==> src/rtl/hazard_ctrl_if.sv <==
// hazard_ctrl_if: pipeline stage fields in, stall/flush/forward controls and DRAM handshake out.
interface hazard_ctrl_if #(parameter int CNT_W = 32);
    logic [4:0] ID_rs1, ID_rs2, EX_rs1, EX_rs2, EX_wR, MEM_wR, WB_wR;
    logic ID_rs1_used, ID_rs2_used, EX_rf_we, EX_br_taken, MEM_rf_we, MEM_mem_req, WB_rf_we, dram_ack;
    logic [1:0] EX_rf_wsel, MEM_rf_wsel;
    logic dram_req, pc_stall, if_id_stall, if_id_flush, id_ex_stall, id_ex_flush, ex_mem_stall;
    logic mem_wb_bubble, mem_timeout;
    logic [1:0] fwd_a, fwd_b;
    logic [CNT_W-1:0] stall_cnt;
    modport master (
        output ID_rs1, ID_rs2, ID_rs1_used, ID_rs2_used, EX_rs1, EX_rs2, EX_wR, EX_rf_we, EX_rf_wsel,
               EX_br_taken, MEM_wR, MEM_rf_we, MEM_rf_wsel, MEM_mem_req, WB_wR, WB_rf_we, dram_ack,
        input  dram_req, pc_stall, if_id_stall, if_id_flush, id_ex_stall, id_ex_flush, ex_mem_stall,
               mem_wb_bubble, fwd_a, fwd_b, mem_timeout, stall_cnt
    );
    modport slave (
        input  ID_rs1, ID_rs2, ID_rs1_used, ID_rs2_used, EX_rs1, EX_rs2, EX_wR, EX_rf_we, EX_rf_wsel,
               EX_br_taken, MEM_wR, MEM_rf_we, MEM_rf_wsel, MEM_mem_req, WB_wR, WB_rf_we, dram_ack,
        output dram_req, pc_stall, if_id_stall, if_id_flush, id_ex_stall, id_ex_flush, ex_mem_stall,
               mem_wb_bubble, fwd_a, fwd_b, mem_timeout, stall_cnt
    );
endinterface

==> src/rtl/hazard_ctrl.sv <==
// hazard_ctrl: 5-stage pipeline stall/flush/forward sequencer with a DRAM wait FSM,
// saturating stall-cycle counter and sticky memory-timeout flag.
module hazard_ctrl #(
    parameter logic [1:0] WSEL_DRAM = 2'b01,
    parameter int          TIMEOUT   = 64,
    parameter int          CNT_W     = 32
) (
    input logic          clk,
    input logic          rst,
    hazard_ctrl_if.slave bus
);
    localparam int WW = $clog2(TIMEOUT);
    typedef enum logic {IDLE, MEM_WAIT} state_e;
    state_e            state_q, state_d;
    logic [WW-1:0]     wait_q, wait_d;
    logic              timeout_q, timeout_d;
    logic [CNT_W-1:0]  cnt_q, cnt_d;
    logic              freeze, load_use, stall;
    always_ff @(posedge clk or posedge rst)
        if (rst) begin
            state_q   <= IDLE;
            wait_q    <= '0;
            timeout_q <= 1'b0;
            cnt_q     <= '0;
        end else begin
            state_q   <= state_d;
            wait_q    <= wait_d;
            timeout_q <= timeout_d;
            cnt_q     <= cnt_d;
        end
    always_comb begin
        freeze = (state_q == IDLE && bus.MEM_mem_req) || (state_q == MEM_WAIT && !bus.dram_ack);
        load_use = bus.EX_rf_we && bus.EX_rf_wsel == WSEL_DRAM && bus.EX_wR != 5'd0 &&
                   ((bus.ID_rs1_used && bus.ID_rs1 == bus.EX_wR) || (bus.ID_rs2_used && bus.ID_rs2 == bus.EX_wR));
        // A taken branch makes the ID instruction wrong-path, so its load-use stall is moot.
        stall = freeze || (load_use && !bus.EX_br_taken);
        state_d = state_q == IDLE ? (bus.MEM_mem_req ? MEM_WAIT : IDLE) : (bus.dram_ack ? IDLE : MEM_WAIT);
        wait_d = state_q == IDLE ? '0 : (wait_q == WW'(TIMEOUT - 1) ? wait_q : wait_q + 1'b1);
        timeout_d = timeout_q || (state_q == MEM_WAIT && !bus.dram_ack && wait_q == WW'(TIMEOUT - 1));
        cnt_d = (stall && !(&cnt_q)) ? cnt_q + 1'b1 : cnt_q;
    end
    assign bus.dram_req      = state_q == MEM_WAIT;
    assign bus.pc_stall      = stall;
    assign bus.if_id_stall   = stall;
    assign bus.if_id_flush   = !freeze && bus.EX_br_taken;
    assign bus.id_ex_stall   = freeze;
    assign bus.id_ex_flush   = !freeze && (bus.EX_br_taken || load_use);
    assign bus.ex_mem_stall  = freeze;
    assign bus.mem_wb_bubble = freeze;
    assign bus.mem_timeout   = timeout_q;
    assign bus.stall_cnt     = cnt_q;
    // Loads in MEM have no data yet, so only non-DRAM results forward from EX/MEM.
    assign bus.fwd_a = (bus.MEM_rf_we && bus.MEM_wR != 5'd0 && bus.MEM_wR == bus.EX_rs1 && bus.MEM_rf_wsel != WSEL_DRAM) ? 2'b01 :
                       (bus.WB_rf_we && bus.WB_wR != 5'd0 && bus.WB_wR == bus.EX_rs1) ? 2'b10 : 2'b00;
    assign bus.fwd_b = (bus.MEM_rf_we && bus.MEM_wR != 5'd0 && bus.MEM_wR == bus.EX_rs2 && bus.MEM_rf_wsel != WSEL_DRAM) ? 2'b01 :
                       (bus.WB_rf_we && bus.WB_wR != 5'd0 && bus.WB_wR == bus.EX_rs2) ? 2'b10 : 2'b00;
endmodule

==> src/flat_wrapper.sv <==
// flat-port wrapper written by rule: the top's interface ports become plain ports
module hazard_ctrl_flat 
#(
    parameter logic [1:0] WSEL_DRAM = 2'b01,
    parameter int          TIMEOUT   = 64,
    parameter int          CNT_W     = 32
)
  (clk, rst, bus_ID_rs1, bus_ID_rs2, bus_ID_rs1_used, bus_ID_rs2_used, bus_EX_rs1, bus_EX_rs2, bus_EX_wR, bus_EX_rf_we, bus_EX_rf_wsel, bus_EX_br_taken, bus_MEM_wR, bus_MEM_rf_we, bus_MEM_rf_wsel, bus_MEM_mem_req, bus_WB_wR, bus_WB_rf_we, bus_dram_ack, bus_dram_req, bus_pc_stall, bus_if_id_stall, bus_if_id_flush, bus_id_ex_stall, bus_id_ex_flush, bus_ex_mem_stall, bus_mem_wb_bubble, bus_fwd_a, bus_fwd_b, bus_mem_timeout, bus_stall_cnt);
  hazard_ctrl_if #(.CNT_W(CNT_W)) bus_i ();
  input logic clk;
  input logic rst;
  input wire logic [$bits(bus_i.ID_rs1)-1:0] bus_ID_rs1;
  input wire logic [$bits(bus_i.ID_rs2)-1:0] bus_ID_rs2;
  input wire logic [$bits(bus_i.ID_rs1_used)-1:0] bus_ID_rs1_used;
  input wire logic [$bits(bus_i.ID_rs2_used)-1:0] bus_ID_rs2_used;
  input wire logic [$bits(bus_i.EX_rs1)-1:0] bus_EX_rs1;
  input wire logic [$bits(bus_i.EX_rs2)-1:0] bus_EX_rs2;
  input wire logic [$bits(bus_i.EX_wR)-1:0] bus_EX_wR;
  input wire logic [$bits(bus_i.EX_rf_we)-1:0] bus_EX_rf_we;
  input wire logic [$bits(bus_i.EX_rf_wsel)-1:0] bus_EX_rf_wsel;
  input wire logic [$bits(bus_i.EX_br_taken)-1:0] bus_EX_br_taken;
  input wire logic [$bits(bus_i.MEM_wR)-1:0] bus_MEM_wR;
  input wire logic [$bits(bus_i.MEM_rf_we)-1:0] bus_MEM_rf_we;
  input wire logic [$bits(bus_i.MEM_rf_wsel)-1:0] bus_MEM_rf_wsel;
  input wire logic [$bits(bus_i.MEM_mem_req)-1:0] bus_MEM_mem_req;
  input wire logic [$bits(bus_i.WB_wR)-1:0] bus_WB_wR;
  input wire logic [$bits(bus_i.WB_rf_we)-1:0] bus_WB_rf_we;
  input wire logic [$bits(bus_i.dram_ack)-1:0] bus_dram_ack;
  output wire logic [$bits(bus_i.dram_req)-1:0] bus_dram_req;
  output wire logic [$bits(bus_i.pc_stall)-1:0] bus_pc_stall;
  output wire logic [$bits(bus_i.if_id_stall)-1:0] bus_if_id_stall;
  output wire logic [$bits(bus_i.if_id_flush)-1:0] bus_if_id_flush;
  output wire logic [$bits(bus_i.id_ex_stall)-1:0] bus_id_ex_stall;
  output wire logic [$bits(bus_i.id_ex_flush)-1:0] bus_id_ex_flush;
  output wire logic [$bits(bus_i.ex_mem_stall)-1:0] bus_ex_mem_stall;
  output wire logic [$bits(bus_i.mem_wb_bubble)-1:0] bus_mem_wb_bubble;
  output wire logic [$bits(bus_i.fwd_a)-1:0] bus_fwd_a;
  output wire logic [$bits(bus_i.fwd_b)-1:0] bus_fwd_b;
  output wire logic [$bits(bus_i.mem_timeout)-1:0] bus_mem_timeout;
  output wire logic [$bits(bus_i.stall_cnt)-1:0] bus_stall_cnt;
  assign bus_i.ID_rs1 = bus_ID_rs1;
  assign bus_i.ID_rs2 = bus_ID_rs2;
  assign bus_i.ID_rs1_used = bus_ID_rs1_used;
  assign bus_i.ID_rs2_used = bus_ID_rs2_used;
  assign bus_i.EX_rs1 = bus_EX_rs1;
  assign bus_i.EX_rs2 = bus_EX_rs2;
  assign bus_i.EX_wR = bus_EX_wR;
  assign bus_i.EX_rf_we = bus_EX_rf_we;
  assign bus_i.EX_rf_wsel = bus_EX_rf_wsel;
  assign bus_i.EX_br_taken = bus_EX_br_taken;
  assign bus_i.MEM_wR = bus_MEM_wR;
  assign bus_i.MEM_rf_we = bus_MEM_rf_we;
  assign bus_i.MEM_rf_wsel = bus_MEM_rf_wsel;
  assign bus_i.MEM_mem_req = bus_MEM_mem_req;
  assign bus_i.WB_wR = bus_WB_wR;
  assign bus_i.WB_rf_we = bus_WB_rf_we;
  assign bus_i.dram_ack = bus_dram_ack;
  assign bus_dram_req = bus_i.dram_req;
  assign bus_pc_stall = bus_i.pc_stall;
  assign bus_if_id_stall = bus_i.if_id_stall;
  assign bus_if_id_flush = bus_i.if_id_flush;
  assign bus_id_ex_stall = bus_i.id_ex_stall;
  assign bus_id_ex_flush = bus_i.id_ex_flush;
  assign bus_ex_mem_stall = bus_i.ex_mem_stall;
  assign bus_mem_wb_bubble = bus_i.mem_wb_bubble;
  assign bus_fwd_a = bus_i.fwd_a;
  assign bus_fwd_b = bus_i.fwd_b;
  assign bus_mem_timeout = bus_i.mem_timeout;
  assign bus_stall_cnt = bus_i.stall_cnt;
  hazard_ctrl #(.WSEL_DRAM(WSEL_DRAM), .TIMEOUT(TIMEOUT), .CNT_W(CNT_W)) u_core (.clk(clk), .rst(rst), .bus(bus_i));
endmodule
==> config.mk <==
export PLATFORM = sky130hd
export DESIGN_NAME = hazard_ctrl_flat
export DESIGN_NICKNAME = d
export VERILOG_FILES = /design/src/rtl/hazard_ctrl_if.sv /design/src/rtl/hazard_ctrl.sv /design/src/flat_wrapper.sv
export SDC_FILE = /design/constraint.sdc
export NUM_CORES = 1
export LEC_CHECK = 0
export CAP_MARGIN = 15
export CORE_AREA = 2 2 75 77
export DETAILED_ROUTE_END_ITERATION = 16
export DIE_AREA = 0 0 77 79
export GPL_TIMING_DRIVEN = 0
export PLACE_DENSITY = 0.91
export SLEW_MARGIN = 20
export SYNTH_ARGS = -nofsm -noshare
export SYNTH_HDL_FRONTEND = slang
export SYNTH_SLANG_ARGS = --single-unit
==> constraint.sdc <==
create_clock -name clk -period 2.9 [get_ports clk]
set_clock_uncertainty 0.05 [all_clocks]
set_input_delay 0.435 -clock clk [delete_from_list [all_inputs] [get_ports clk]]
set_output_delay 0.435 -clock clk [all_outputs]
set_load 0.05 [all_outputs]
==> results.json <==
{
  "fin_cells": 403,
  "synth_adder_area_share_pct": 1.06,
  "maxCapViolCount": 0,
  "cp_max_fo": 3,
  "num_antenna_cells": 0,
  "gr-usage-all-layers_pct": 20.4,
  "grt_pass1_wl_um": 10000,
  "grt-ovfl-total": 0,
  "crit_path_frequent_cell": "or4_1",
  "yosys_warnings": 0,
  "status": "complete, no violations",
  "syn_inst": 229,
  "criticalPathCategory": "input pin to output pin",
  "antenna_found_initial": 0,
  "slowest_stage": "clkdlybuf4s50_1",
  "final_nets": 382,
  "post-route-period-util_pct": 96.2,
  "syn_nets": 280,
  "area_growth_pct": 50.4,
  "port_buffers": 93,
  "die_area_um2": 6080,
  "endpoint_kind": "output pin",
  "crit_path_start_kind": "input pin",
  "die_y_um": 79,
  "r2r-start": "u_core.bus.stall_cnt[2]",
  "rr_worst_depth": 7,
  "avgRoutedWirePerCell_um": 14.4,
  "cp.required_ns": 2.41,
  "dp_hpwl_um": 4670,
  "num_vias": 2107,
  "drive_above_1_share_pct": 11.5,
  "postSynthAreaPerCell_um2": 10.3,
  "max_freq_mhz": 358,
  "path_buf_inv": 2,
  "clock_tree.root_cell": "clkbuf_8",
  "gp_congestion": 0.877,
  "numCtsBuffers": 5,
  "slew_violations": 0,
  "rows": 27,
  "peakVddDrop_uv": 402,
  "path_cells": "clkdlybuf4s50_1, or4_1, o21ai_0, or4_1, nor4_2, buf_4",
  "setup_tns_ns": 0,
  "start_util_pct": 44.4,
  "ys_ff_latch": 40,
  "first_global_vias": 2199,
  "cts_tree": "built",
  "async_flop_share_pct": 100,
  "hold_buffers": 0,
  "r2r_end": "u_core.bus.stall_cnt[30]",
  "p_per_area_nw_per_um2": 517,
  "holdWs_ns": 0.381,
  "grt_max_degree": 28,
  "num-fill-cells": 438,
  "htreeDepth": 2,
  "drt-total-wl_um": 5810,
  "place_area_um2": 3440,
  "finalWorstSetupSlack_ns": 0.110,
  "seq_area_frac_synth_pct": 42.2,
  "critPathMaxStageDelay_ns": 0.56,
  "rsz0062_at_grt": "no",
  "slew_headroom_pct": 64.3,
  "synthDistinctLibCells": 39,
  "synth_mux_area_share_pct": 0.898,
  "numClockSinks": 40,
  "die_x_um": 77,
  "synth_edf_count": 0,
  "cp_top_family": "simple AND/OR/NAND/NOR gates",
  "synthXorXnorAreaFrac_pct": 22.9,
  "finalSetupViolCount": 0,
  "clk_latency_ns": 0.29,
  "synth_simple_gate_area_share_pct": 26.1,
  "cp.arrival_ns": 2.31,
  "fin_area_um2": 3560,
  "synth_compound_area_share_pct": 3.96,
  "r2r_slack_ns": 0.78,
  "min_path_type": "input pin to async pin",
  "hold_viol": 0,
  "synth_ff_type": "dfrtp_1",
  "dp_cells": 395,
  "drc": 0,
  "min_period_ns": 2.79,
  "viasPerCell": 5.23,
  "drtPass1Iterations": 6,
  "synth_top_family_by_area": "simple AND/OR/NAND/NOR gates",
  "clk_pin_slew_ns": 0.08,
  "dp_slack_ns": -0.581,
  "io-pin-count": 94,
  "dr.first_iter.drc_count": 90,
  "leakage_nw": 1.47,
  "cts_buffer_depth": 2,
  "worstMarginPinSlew_ns": 0.531,
  "syn_area_um2": 2370,
  "postRouteAntennaNets": 0,
  "core_um2": 5340
}
-- cell type report --
type	count	area, µm²	area share, %
inverters	6	22.5	0.632
flip-flops and latches	40	1000	28.1
well taps	72	90.1	2.53
clock buffers	5	68.8	1.93
repair buffers	95	940	26.4
plain buffers	5	45.0	1.26
multi-input cells	178	1340	37.5
clock inverters	2	60.1	1.69
-- worst reg2reg max path, stage by stage (launching register included) --
cell and delay, ns:
dfrtp_1 0.47, and4_4 0.28, and4_2 0.31, and2_4 0.19, nand2_1 0.07, nor4_1 0.31, nand4_1 0.18, xnor2_1 0.15
-- cell families after synthesis --
logic type,after synthesis
AND/OR/NAND/NOR,99
multiplexers,2
flip-flops,40
AO/OA/AOI/OAI,13
adder cells (fa/ha/maj),2
XOR/XNOR,62
buffers and inverters,11
-- placed cells by master (no fill, tap or decap), types with 3 or more instances in the layout --
cell type        count
dfrtp_1             40
xor2_1              21
inv_1                5
nand3_1             15
a31oi_1              4
dlygate4sd2_1        3
nor3_1               3
or4_1                5
nand4_1             14
buf_4                6
o21ai_0              3
nor3b_1              4
nand2_1             14
xnor2_1             41
nand3_2              3
and3_1              12
clkbuf_8             5
nor4_2               4
clkdlybuf4s50_1     86
nor2_1               8
-- cells in the mapped netlist (2+ instances only) --
| master | count | area (µm²) |
|---|---|---|
| and3_1 | 12 | 75.1 |
| nand3_2 | 3 | 30.0 |
| nand4_1 | 14 | 87.6 |
| nand3_1 | 15 | 75.1 |
| ha_1 | 2 | 25.0 |
| nor3_1 | 3 | 15.0 |
| and2_1 | 2 | 12.5 |
| o21ai_0 | 4 | 20.0 |
| nor3b_1 | 4 | 30.0 |
| and4_1 | 2 | 17.5 |
| dfrtp_1 | 40 | 1000 |
| buf_6 | 2 | 22.5 |
| xnor2_1 | 41 | 359 |
| buf_4 | 3 | 22.5 |
| nor4_1 | 6 | 37.5 |
| or4_1 | 5 | 37.5 |
| a31oi_1 | 4 | 25.0 |
| nor2_1 | 8 | 30.0 |
| inv_1 | 6 | 22.5 |
| nand2_1 | 14 | 52.6 |
| xor2_1 | 21 | 184 |
-- report_power, final --
group	internal [mW]	leakage, nW	total, mW	switching, mW
clock network	0.339	0.0642	0.523	0.184
registers	0.610	0.538	0.691	0.0810
logic	0.261	0.864	0.628	0.367
-- routing by layer --
metal | GRT usage (%) | up-vias | share of wire [%]
li1 | - | 1014 | -
met1 | 22.7 | 1002 | 41
met2 | 38.2 | 84 | 50
met3 | 6.02 | 7 | 7.9
met4 | 5.00 | 0 | 0.96
met5 | 0 | - | 0
-- registers in the layout, indices dropped and copies added (netlist names) --
| name | flops |
|---|---|
| u_core.bus.mem_timeout | 1 |
| u_core.bus.stall_cnt | 32 |
| u_core.wait_q | 6 |
| u_core.bus.dram_req | 1 |
-- worst max path at each step --
stage	slack [ns]	end	from	cells past startpoint
3_5_place_dp	-0.58	bus_fwd_a[1]	bus_MEM_wR[0]	6
3_3_place_gp	-0.59	bus_fwd_a[1]	bus_MEM_wR[0]	6
6_report	0.11	bus_fwd_b[1]	bus_WB_wR[1]	6
2_1_floorplan	-0.03	bus_fwd_a[1]	bus_MEM_wR[0]	4
5_1_grt	0.01	bus_id_ex_flush	bus_EX_wR[3]	7
4_1_cts	0.02	bus_if_id_stall	bus_EX_wR[3]	7
-- timing repair --
item | 4_1_cts | 5_1_grt
pin swaps | 1 | 0
buffers inserted | 1 | 0
setup endpoints to repair | 7 | 4
gates resized for setup | 20 | 7
-- per-stage QoR --
step	power (mW)	utilization [%]
2_1_floorplan	1.08	-
3_3_place_gp	1.31	64.1
3_5_place_dp	1.33	64.4
4_1_cts	1.86	66.8
5_1_grt	1.93	66.8
6_report	1.84	66.8
Note: power is estimated with default switching activity, not from simulation.
